File: config.mk
export PLATFORM = sky130hd
export DESIGN_NAME = xmm_write_arbiter
export DESIGN_NICKNAME = d
export VERILOG_FILES = /design/src/rtl/xmm_write_arbiter.sv
export SDC_FILE = /design/constraint.sdc
export NUM_CORES = 1
export LEC_CHECK = 0
export CORE_AREA = 2 2 125 127
export CTS_BUF_LIST = sky130_fd_sc_hd__clkbuf_4
export DETAILED_ROUTE_END_ITERATION = 8
export DIE_AREA = 0 0 127 129
export PLACE_DENSITY = 0.7
export SYNTH_ARGS = -nofsm -noshare
export SYNTH_HDL_FRONTEND = slang
export SYNTH_SLANG_ARGS = --single-unit
File: constraint.sdc
create_clock -name clk -period 2.1 [get_ports clk]
set_input_delay 0.42 -clock clk [delete_from_list [all_inputs] [get_ports clk]]
set_output_delay 0.42 -clock clk [all_outputs]
set_load 0.01 [all_outputs]
File: src/rtl/xmm_write_arbiter.sv
// Round-robin write-back arbiter for the XMM register file with a registered write port.
// Define XMM_WB_SCOREBOARD_EN to compile in the pending-write scoreboard and reserve_conflict.
module xmm_write_arbiter #(
    parameter int unsigned NUM_REQ = 3,
    parameter int unsigned DATA_W  = 64
) (
    input  logic                      clk,
    input  logic                      reset,
    input  logic [NUM_REQ-1:0]        req_valid,
    input  logic [NUM_REQ*5-1:0]      req_addr,
    input  logic [NUM_REQ*DATA_W-1:0] req_data,
    output logic [NUM_REQ-1:0]        req_ready,
    input  logic                      reserve_valid,
    input  logic [4:0]                reserve_addr,
    output logic [31:0]               busy,
    output logic                      reserve_conflict,
    output logic                      rf_should_write,
    output logic [4:0]                rf_write_addr,
    output logic [DATA_W-1:0]         rf_write_data
);

    localparam int unsigned PtrW = $clog2(NUM_REQ);
    localparam logic [NUM_REQ-1:0] One = NUM_REQ'(1);

    logic [PtrW-1:0]      ptr_q, ptr_d;
    logic [2*NUM_REQ-1:0] valid_dbl, valid_rot, grant_dbl;
    logic [NUM_REQ-1:0]   valid_rot_n, first_rot;
    logic                 xfer;
    logic [4:0]           sel_addr;
    logic [DATA_W-1:0]    sel_data;

    // Rotate so ptr sits at bit 0, isolate the lowest valid bit, rotate back.
    assign valid_dbl   = {req_valid, req_valid};
    assign valid_rot   = valid_dbl >> ptr_q;
    assign valid_rot_n = valid_rot[NUM_REQ-1:0];
    assign first_rot   = valid_rot_n & (~valid_rot_n + One);
    assign grant_dbl   = {first_rot, first_rot} << ptr_q;
    assign req_ready   = grant_dbl[2*NUM_REQ-1:NUM_REQ];

    always_comb begin
        xfer     = 1'b0;
        sel_addr = '0;
        sel_data = '0;
        ptr_d    = ptr_q;
        for (int i = 0; i < NUM_REQ; i++) begin
            if (req_ready[i]) begin
                xfer     = 1'b1;
                sel_addr = req_addr[5*i +: 5];
                sel_data = req_data[DATA_W*i +: DATA_W];
                ptr_d    = PtrW'((i + 1) % NUM_REQ);
            end
        end
    end

    // Writes to register 0 are acknowledged but never reach the register file.
    always_ff @(posedge clk or posedge reset) begin
        if (reset) begin
            ptr_q           <= '0;
            rf_should_write <= 1'b0;
            rf_write_addr   <= '0;
            rf_write_data   <= '0;
        end else begin
            ptr_q           <= ptr_d;
            rf_should_write <= xfer && (sel_addr != 5'd0);
            if (xfer && (sel_addr != 5'd0)) begin
                rf_write_addr <= sel_addr;
                rf_write_data <= sel_data;
            end
        end
    end

`ifdef XMM_WB_SCOREBOARD_EN
    logic [31:0] busy_q, busy_d;
    logic        conflict_q, conflict_d;
    logic        res_hit, clr_hit;

    always_comb begin
        busy_d     = busy_q;
        res_hit    = reserve_valid && (reserve_addr != 5'd0);
        clr_hit    = rf_should_write && (rf_write_addr == reserve_addr);
        conflict_d = conflict_q | (res_hit & busy_q[reserve_addr] & ~clr_hit);
        if (rf_should_write) begin
            busy_d[rf_write_addr] = 1'b0;
        end
        // Set after clear so a same-edge re-reserve keeps the register busy.
        if (res_hit) begin
            busy_d[reserve_addr] = 1'b1;
        end
        busy_d[0] = 1'b0;
    end

    always_ff @(posedge clk or posedge reset) begin
        if (reset) begin
            busy_q     <= '0;
            conflict_q <= 1'b0;
        end else begin
            busy_q     <= busy_d;
            conflict_q <= conflict_d;
        end
    end

    assign busy             = busy_q;
    assign reserve_conflict = conflict_q;
`else
    logic unused_reserve;
    assign unused_reserve   = ^{reserve_valid, reserve_addr};
    assign busy             = '0;
    assign reserve_conflict = 1'b0;
`endif

endmodule
==> out/results.ini <==
[global_route]
grt_pass1_vias=4379
grt_max_degree=39
grt_first_pass_wirelength_mm=22.30
grt_usage=0.1745
antenna_found_initial=0
grt_remaining_overflow=0

[floorplanning]
die_w_um=127
pin_count=324
start_util=0.2639
core_region_area_um2=14980
die_height_um=129
num_rows=45
dieArea_um2=16380

[drt]
first_pass_iters=8
drt-total-wl_mm=15.29
vias=4150
drt_iter0_markers=439
postRouteAntennaNets=0
wl_per_cell_um=17.71
drc=0
vias_per_cell=4.809

[cts]
cts_root_buffer=clkbuf_4
cts_sinks=72
numCtsBuffers=9
htreeDepth=3
path_clk_slew_ns=0.12
clk_latency_ns=0.43
clockBufferDepth=2
cts_tree=yes

[synth]
seq_area_frac_synth=0.4558
ys.flop_type=dfrtp_1
synth-seq-cells=72
yosysUniqueCellTypes=26
synthCells=360
synth_area_per_cell_um2=10.98
syn_area_um2=3953
yosys_warnings=0
async_flop_share=1.000
synth_area_leaders=dfrtp_1 46%, a222oi_1 17%, mux2i_1 16%, buf_4 7.2%, inv_1 6.6%
synth_edf_count=0
synth_top_area_share=0.4558
synth_top_area_cell=dfrtp_1

[cells_and_area]
antennaDiodeCount=0
drive_above_1_share=0.1200
utilization=0.5043
final_common_cell=clkdlybuf4s50_1
nFillCells=1376
finalNonFillerCells=863
final_cell_mix=281 x clkdlybuf4s50_1, 71 x dfrtp_1, 69 x inv_1, 68 x a222oi_1, 61 x mux2i_1
fin_nets=888
area_delta_synth_final_pct=91.10

[run_status]
violations=negative setup slack
status=finished with violations

[min_path]
hold_class=in -> async

[setup_path]
worstPathArrival_ns=2.81
crit_path_start_kind=flop
crit_type=reg -> reg
reg2reg_slack_ns=-0.36
required_ns=2.45
path_max_fanout=9
worst_setup_path_end_kind=flop
startpoint=ptr_q[0]$_DFFE_PP0P_
reg2reg_from=ptr_q[0]$_DFFE_PP0P_

[sta]
tns_ns=-21.27
period_minus_slack_ns=2.465
setup_violations=70
worst_slack_ns=-0.3645
finalClockSkew_ns=0.009777
fin_crit_sh=1.174
rsz0062_at_grt=yes
hold_viol_final=0
max_freq_mhz=405.8
drv_slew=0

[placed_design]
place_inst=827
place.gp.congestion=0.8178
hpwl_mm=11.23
numPortBuffers=284

[pwr]
ir_worst_vdd_v=0.0004019
power_density_nw_per_um2=965.6
leakagePower_nw=3.169

[job]
cap_violations=0

## cells in the mapped netlist (2+ instances only)
cell,instances
a21bo_2,4
a222oi_1,68
buf_1,3
buf_4,38
buf_6,2
clkbuf_1,20
dfrtp_1,72
inv_1,70
mux2i_1,64
nand2_1,2
nor2_1,2
## worst paths after layout
kind                            cells after the start                            end
min in group clk                                    1   rf_write_addr[0]$_DFFE_PP0P_
max in group asynchronous                           3  rf_write_data[33]$_DFFE_PP0P_
worst max-delay path                               10  rf_write_data[31]$_DFFE_PP0P_
worst min-delay path                                3  rf_write_data[57]$_DFFE_PP0P_
worst min register to register                      1   rf_write_addr[0]$_DFFE_PP0P_
worst max register to register                     10  rf_write_data[31]$_DFFE_PP0P_
## layout make-up
class                   instances  area, µm²  share of cell area
clock buffers                  10      75.07            0.009939
clock inverters                 6      60.06            0.007951
inverters                      70      266.5             0.03528
multi-input cells             187       1665              0.2205
flip-flops and latches         72       1803              0.2387
well taps                     188      235.2             0.03114
repair buffers                330       3448              0.4565
## layer usage
layer,vias to the layer above,global-route usage,share of wire
met5,-,0,0
met4,0,0.04848,0.019
met3,20,0.06071,0.082
met2,229,0.3283,0.53
met1,1991,0.1853,0.37
li1,1910,-,-
## worst max-delay path: stages, from the launching register on
cell	delay (ns)
dfrtp_2	0.46
buf_6	0.14
xnor2_2	0.13
o221a_2	0.24
buf_4	0.16
a222oi_1	0.28
nand4_1	0.23
nor2_4	0.17
buf_12	0.18
buf_16	0.16
mux2i_2	0.22
## cell families after synthesis
group / Yosys count / share of synthesized area
AND/OR/NAND/NOR: 9 / 0.01204
flip-flops: 72 / 0.4558
XOR/XNOR: 1 / 0.002216
other: 1 / 0.0009488
buffers and inverters: 133 / 0.1662
multiplexers: 64 / 0.1621
AO/OA/AOI/OAI: 80 / 0.2007
## state kept, by name, indices dropped and copies added (netlist names)
name,cells
rf_should_write,1
ptr_q,2
rf_write_data,64
rf_write_addr,5
## repair_timing
action / 4_1_cts / 5_1_grt
pin swaps: 6 / 6
endpoints found under the setup margin: 72 / 73
gates resized for setup: 31 / 5
setup buffers: 9 / 6
gates cloned: 4 / 5
hold buffers: 0 / 0
## power by group
part           switching [W]  internal, W
sequential          0.000323      0.00194
clock               0.000498     0.000370
combinational        0.00176      0.00240
total                0.00258      0.00471
## per-stage QoR
stage	area, µm²	hold WS, ns	total power [W]	setup WS, ns
after floorplan	4086	0.5273	0.003939	-0.1442
after global placement	6998	0.4904	0.005880	-0.6454
after detailed placement	6998	0.4868	0.005999	-0.7524
after CTS	7388	0.4283	0.007212	-0.4474
after global routing	7553	0.4450	0.007774	-0.5564
final	7553	0.4507	0.007294	-0.3645
Power figures use the tool's default switching activity.
